## src/rtl/rv_muldiv_iter.sv

```systemverilog
// Iterative RISC-V M-extension multiply/divide (radix-2 shift-add, restoring divide).
// Latency: XLEN+2 cycles accept-to-result; div-by-zero and signed overflow take 1 cycle.
// Backpressure: single-entry; result held in DONE until out_ready, in_ready only when idle.
module rv_muldiv_iter #(
    parameter int XLEN  = 32,
    parameter int CNT_W = $clog2(XLEN) + 1
) (
    input  logic            clk,
    input  logic            rst_n,
    input  logic            in_valid,
    output logic            in_ready,
    input  logic [2:0]      op,
    input  logic [XLEN-1:0] a,
    input  logic [XLEN-1:0] b,
    input  logic            kill,
    output logic            out_valid,
    input  logic            out_ready,
    output logic [XLEN-1:0] result,
    output logic            div_by_zero
);

    localparam int W2 = 2 * XLEN;

    localparam logic [2:0] OP_MUL    = 3'd0;
    localparam logic [2:0] OP_MULH   = 3'd1;
    localparam logic [2:0] OP_MULHSU = 3'd2;
    localparam logic [2:0] OP_MULHU  = 3'd3;
    localparam logic [2:0] OP_DIV    = 3'd4;
    localparam logic [2:0] OP_DIVU   = 3'd5;
    localparam logic [2:0] OP_REM    = 3'd6;

    localparam logic [XLEN-1:0] SMIN = {1'b1, {(XLEN-1){1'b0}}};

    typedef enum logic [1:0] {
        IDLE,
        CALC,
        FIX,
        DONE
    } state_t;

    state_t            state_q, state_d;
    logic [CNT_W-1:0]  cnt_q;
    logic [W2-1:0]     acc_q;
    logic [XLEN-1:0]   opb_q;
    logic [2:0]        op_q;
    logic              a_neg_q, b_neg_q;

    // request decode, only meaningful on the accept edge
    logic            is_div, a_signed, b_signed, a_neg, b_neg;
    logic [XLEN-1:0] a_mag, b_mag, fast_res;
    logic            fast_dz, fast_ovf, accept;

    always_comb begin
        is_div   = op[2];
        a_signed = (op == OP_MULH) || (op == OP_MULHSU) || (op == OP_DIV) || (op == OP_REM);
        b_signed = (op == OP_MULH) || (op == OP_DIV) || (op == OP_REM);
        a_neg    = a_signed & a[XLEN-1];
        b_neg    = b_signed & b[XLEN-1];
        a_mag    = a_neg ? (~a + XLEN'(1)) : a;
        b_mag    = b_neg ? (~b + XLEN'(1)) : b;
        fast_dz  = is_div && (b == '0);
        fast_ovf = ((op == OP_DIV) || (op == OP_REM)) && (a == SMIN) && (&b);
        accept   = in_valid & in_ready & ~kill;
        fast_res = '0;
        if (fast_dz) begin
            fast_res = op[1] ? a : '1;
        end else if (fast_ovf) begin
            fast_res = op[1] ? '0 : SMIN;
        end
    end

    // one iteration step of each algorithm
    logic [XLEN:0]   mul_sum, div_diff;
    logic [W2-1:0]   mul_next, div_next;

    always_comb begin
        mul_sum  = {1'b0, acc_q[W2-1:XLEN]} + (acc_q[0] ? {1'b0, opb_q} : '0);
        mul_next = {mul_sum, acc_q[XLEN-1:1]};
        div_diff = acc_q[W2-1:XLEN-1] - {1'b0, opb_q};
        div_next = div_diff[XLEN] ? {acc_q[W2-2:0], 1'b0}
                                  : {div_diff[XLEN-1:0], acc_q[XLEN-2:0], 1'b1};
    end

    // sign correction and output selection
    logic [W2-1:0]   prod_s;
    logic [XLEN-1:0] quo_s, rem_s, fix_res;

    always_comb begin
        prod_s = (a_neg_q ^ b_neg_q) ? (~acc_q + W2'(1)) : acc_q;
        quo_s  = (a_neg_q ^ b_neg_q) ? (~acc_q[XLEN-1:0] + XLEN'(1)) : acc_q[XLEN-1:0];
        rem_s  = a_neg_q ? (~acc_q[W2-1:XLEN] + XLEN'(1)) : acc_q[W2-1:XLEN];
        case (op_q)
            OP_MUL:                       fix_res = prod_s[XLEN-1:0];
            OP_MULH, OP_MULHSU, OP_MULHU: fix_res = prod_s[W2-1:XLEN];
            OP_DIV, OP_DIVU:              fix_res = quo_s;
            default:                      fix_res = rem_s;
        endcase
    end

    always_ff @(posedge clk or negedge rst_n) begin
        if (!rst_n) begin
            state_q <= IDLE;
        end else begin
            state_q <= state_d;
        end
    end

    always_comb begin
        state_d = state_q;
        case (state_q)
            IDLE: begin
                if (accept) begin
                    state_d = (fast_dz || fast_ovf) ? DONE : CALC;
                end
            end
            CALC: begin
                if (kill) begin
                    state_d = IDLE;
                end else if (cnt_q == '0) begin
                    state_d = FIX;
                end
            end
            FIX: begin
                state_d = kill ? IDLE : DONE;
            end
            DONE: begin
                if (kill || out_ready) begin
                    state_d = IDLE;
                end
            end
            default: state_d = IDLE;
        endcase
    end

    assign in_ready  = (state_q == IDLE);
    assign out_valid = (state_q == DONE);

    always_ff @(posedge clk or negedge rst_n) begin
        if (!rst_n) begin
            cnt_q       <= '0;
            acc_q       <= '0;
            opb_q       <= '0;
            op_q        <= '0;
            a_neg_q     <= 1'b0;
            b_neg_q     <= 1'b0;
            result      <= '0;
            div_by_zero <= 1'b0;
        end else begin
            if (accept) begin
                op_q    <= op;
                a_neg_q <= a_neg;
                b_neg_q <= b_neg;
                // multiplier and dividend both start in the low half
                acc_q   <= {{XLEN{1'b0}}, a_mag};
                opb_q   <= b_mag;
                cnt_q   <= CNT_W'(XLEN - 1);
                if (fast_dz || fast_ovf) begin
                    result      <= fast_res;
                    div_by_zero <= fast_dz;
                end
            end else if (state_q == CALC) begin
                acc_q <= op_q[2] ? div_next : mul_next;
                if (cnt_q != '0) begin
                    cnt_q <= cnt_q - CNT_W'(1);
                end
            end else if (state_q == FIX) begin
                result      <= fix_res;
                div_by_zero <= 1'b0;
            end
        end
    end

endmodule
```

## config.mk

```make
export PLATFORM = sky130hd
export DESIGN_NAME = rv_muldiv_iter
export DESIGN_NICKNAME = d
export VERILOG_FILES = /design/src/rtl/rv_muldiv_iter.sv
export SDC_FILE = /design/constraint.sdc
export NUM_CORES = 1
export LEC_CHECK = 0
export BUFFER_PORTS_ARGS = -buffer_cell sky130_fd_sc_hd__buf_4
export CAP_MARGIN = 0
export CORE_ASPECT_RATIO = 1.25
export CORE_MARGIN = 8
export CORE_UTILIZATION = 30
export DETAILED_ROUTE_END_ITERATION = 16
export PLACE_DENSITY_LB_ADDON = 0.1
export REMOVE_ABC_BUFFERS = 1
export SKIP_LAST_GASP = 1
export SLEW_MARGIN = 25
export SYNTH_ARGS = -nofsm -noshare
export SYNTH_HDL_FRONTEND = slang
export SYNTH_SLANG_ARGS = --single-unit
```

## constraint.sdc

```tcl
create_clock -name clk -period 7.6 [get_ports clk]
set_input_delay 0.76 -clock clk [delete_from_list [all_inputs] [get_ports clk]]
set_output_delay 0.76 -clock clk [all_outputs]
set_load 0.005 [all_outputs]
```

==> results.cfg <==
[detailed_routing]
drt-vias-per-instance = 5.64
routed.top_layer = met4
wl_met1_mm = 25.2
drt-initial-drc-count = 1066
drc = 0
wl_met3_mm = 2.12
wire_per_inst_um = 22.9
wl_mm = 59.8
dr_wl_met2_mm = 29.9
postRouteAntennaNets = 0
routed-via-count = 14721
firstDrtPassIters = 5

[worst_setup_path]
required_ps = 7900
worst_ep_arrival_time_ps = 4510
critical_path_class = flop to flop
endpoint = acc_q[50]
cpMaxStageDelayCell = nor2_4
critPathMaxFanout = 23
reg2reg_to = acc_q[50]
crit-reg2reg-launch = acc_q[31]
worst_r2r_path_depth = 12
cp_cell_sequence = inv_1 -> ha_1 -> fa_1 -> nand2b_1 -> a21o_1 -> a21oi_1 -> o21ai_0 -> a31o_2 -> and3_1 -> nor2_4 -> mux2i_1 -> o221ai_1
critPathLaunchType = flop
rrSetupSlack_ps = 3390
critPathCaptureType = flop
critPathLaunch = acc_q[31]
max_stage_delay_ps = 800

[die]
fp.coreArea_mm2 = 0.0479
die-area_mm2 = 0.0554
die_y_um = 261
start_util_pct = 30.1
rows = 90
die_x_um = 212
io_pins = 107

[finish]
mostFrequentLayoutCells = 216 x o21ai_0, 204 x nand2_1, 153 x nor2_1
layout-drive-gt1-share_pct = 10.4
n_fill_cell = 5193
n_antenna_cell = 0
nets = 2096
area_growth_pct = 14.3
final_common_cell = o21ai_0

[placement]
port-buffer-count = 106
globalplace.congestion = 0.920
hpwl_mm = 45.2

[synth]
yosys_warnings = 0
synth_top_family_by_area = compound AO/OA/AOI/OAI gates
synthMuxAreaShare_pct = 3.83
syn_area_mm2 = 0.0144
ys_async_sr_fraction_pct = 100
yosysTopAreaCellShare_pct = 24.6
synth_xor_area_share_pct = 11.1
synth_seq_cells = 142
ys_types = 79
synth.avg_cell_area_um2 = 7.52
yosys.area.top_type = dfrtp_1
syn_inst = 1917
synth_edf_count = 0
synth_compound_gate_area_share_pct = 28.1
yosys.area_share.simple_pct = 20.5
ys.flop_type = dfrtp_1
synthAdderAreaFrac_pct = 6.44
synthTopCellsByArea = dfrtp_1 25%, o21ai_0 7.5%, ha_1 6.2%
synth-seq-area-share_pct = 24.6

[sta]
skew_ps = 11.0
rsz0062_at_grt = no
fin_crit_ps = 4210
min_period_over_period_pct = 55.4
finalSetupViolCount = 0
fmax_mhz = 238
setup_tns_ps = 0
whs_ps = 347
worstMarginPinSlew_ps = 1080
hold_violations = 0
slew_viol_final = 0
slew_headroom_pct = 27.6

[power]
switching_share_pct = 51.2
internal_power_mw = 3.37
power.total_mw = 6.91
switching_power_mw = 3.54
ir_drop_mv = 0.162
seqPwrFrac_pct = 23.5
clkPwrFrac_pct = 13.8
power_frac_comb_pct = 62.6
power.density_mw_per_mm2 = 419
p_leak_nw = 6.79

[clock_tree]
cts_tree = done
hold_buffers = 0
cts_setup_buffers = 0
clk_pin_slew_ps = 70
cts_max_path_buffers = 2
insertion_delay_ps = 460
cts_buffers = 17
htreeDepth = 4
root_buffer = clkbuf_16
cts.sinks = 142
post_cts_resize_count = 0

[grt]
grt_max_degree = 83
first_global_vias = 14780
overflow = 0
gr-usage-all-layers_pct = 21.3
antenna_found_initial = 1
grt_pass1_wl_mm = 90.5

[run_status]
status = finished, final reports clean

[hold_path]
hold_path.class = primary input to asynchronous set/reset pin

[job]
cap_violations = 0
==> cell usage after synthesis, drive strengths merged, types with 15 or more instances <==
| library cell | n |
|---|---|
| a21o | 25 |
| a21oi | 147 |
| a22oi | 22 |
| a31oi | 23 |
| and2 | 16 |
| clkbuf | 112 |
| dfrtp | 142 |
| ha | 71 |
| inv | 74 |
| mux2i | 54 |
| nand2 | 205 |
| nand2b | 15 |
| nand3 | 36 |
| nand4 | 26 |
| nor2 | 156 |
| nor3 | 55 |
| nor4 | 17 |
| o211ai | 49 |
| o21ai | 216 |
| o22ai | 17 |
| o31ai | 25 |
| o41ai | 15 |
| or3 | 24 |
| or4 | 16 |
| xnor2 | 88 |
| xor2 | 95 |
==> worst max-delay path: cells and delay by family (launching register included) <==
| family | cells | cell delay, ps |
|---|---|---|
| compound gates | 5 | 1160 |
| fa+ha+maj | 2 | 670 |
| buf+inv | 1 | 140 |
| flops | 1 | 490 |
| mux | 1 | 270 |
| simple gates | 3 | 1300 |
==> power groups by stage <==
stage	Sequential, mW	Combinational, mW	Clock, mW
2_1_floorplan	1.44	2.99	0
3_3_place_gp	1.63	4.29	0
3_5_place_dp	1.63	4.29	0
4_1_cts	1.62	4.32	0.977
5_1_grt	1.68	4.75	1.00
6_report	1.62	4.33	0.956
==> logic make-up after synthesis <==
logic type                 after synthesis
DFF                                    142
xor gates and xnor gates               183
adders and majority gates               73
buffers and inverters                  197
and+or+nand+nor                        620
AOI/OAI and AO/OA                      647
muxes                                   55
==> cell type report <==
type | instances | area, µm² | area share [%]
flip-flops and latches | 142 | 3550 | 21.6
multi-input cells | 1578 | 10200 | 61.7
inverters | 74 | 278 | 1.69
well taps | 644 | 806 | 4.89
clock buffers | 24 | 512 | 3.10
clock inverters | 8 | 126 | 0.767
repair buffers | 138 | 1040 | 6.31
==> stage by stage <==
step / setup slack, ps / std cells / area [µm²] / utilization (%)
final: 3390 / 2608 / 16500 / 34.4
after global routing: 3120 / 2608 / 16500 / 34.4
after CTS: 3300 / 2608 / 16500 / 34.4
after detailed placement: 3050 / 2576 / 15800 / 33.1
after global placement: 3200 / 2576 / 15800 / 33.1
after floorplan: 2540 / 1794 / 13900 / -
==> how the worst min path moves through the flow <==
stage                           from    endpoint  slack (ps)  cells past startpoint
after floorplan            opb_q[10]   opb_q[10]         450                      2
after global placement     opb_q[14]   opb_q[14]         460                      2
after detailed placement  result[12]  result[12]         470                      2
after CTS                      rst_n    acc_q[8]         390                      1
after global routing           rst_n    acc_q[8]         420                      1
final                          rst_n    acc_q[8]         350                      1
==> flip-flops by register name, indices dropped and copies added (netlist names) <==
name / flops
result: 32
div_by_zero: 1
op_q: 3
state_q: 2
b_neg_q: 1
acc_q: 64
opb_q: 32
cnt_q: 6
a_neg_q: 1
==> layer usage <==
metal,up-vias,track usage [%]
li1,7073,-
met5,-,0
met3,108,2.49
met4,0,9.45
met2,387,38.2
met1,7153,25.4
(Power assumes the default switching activity.)
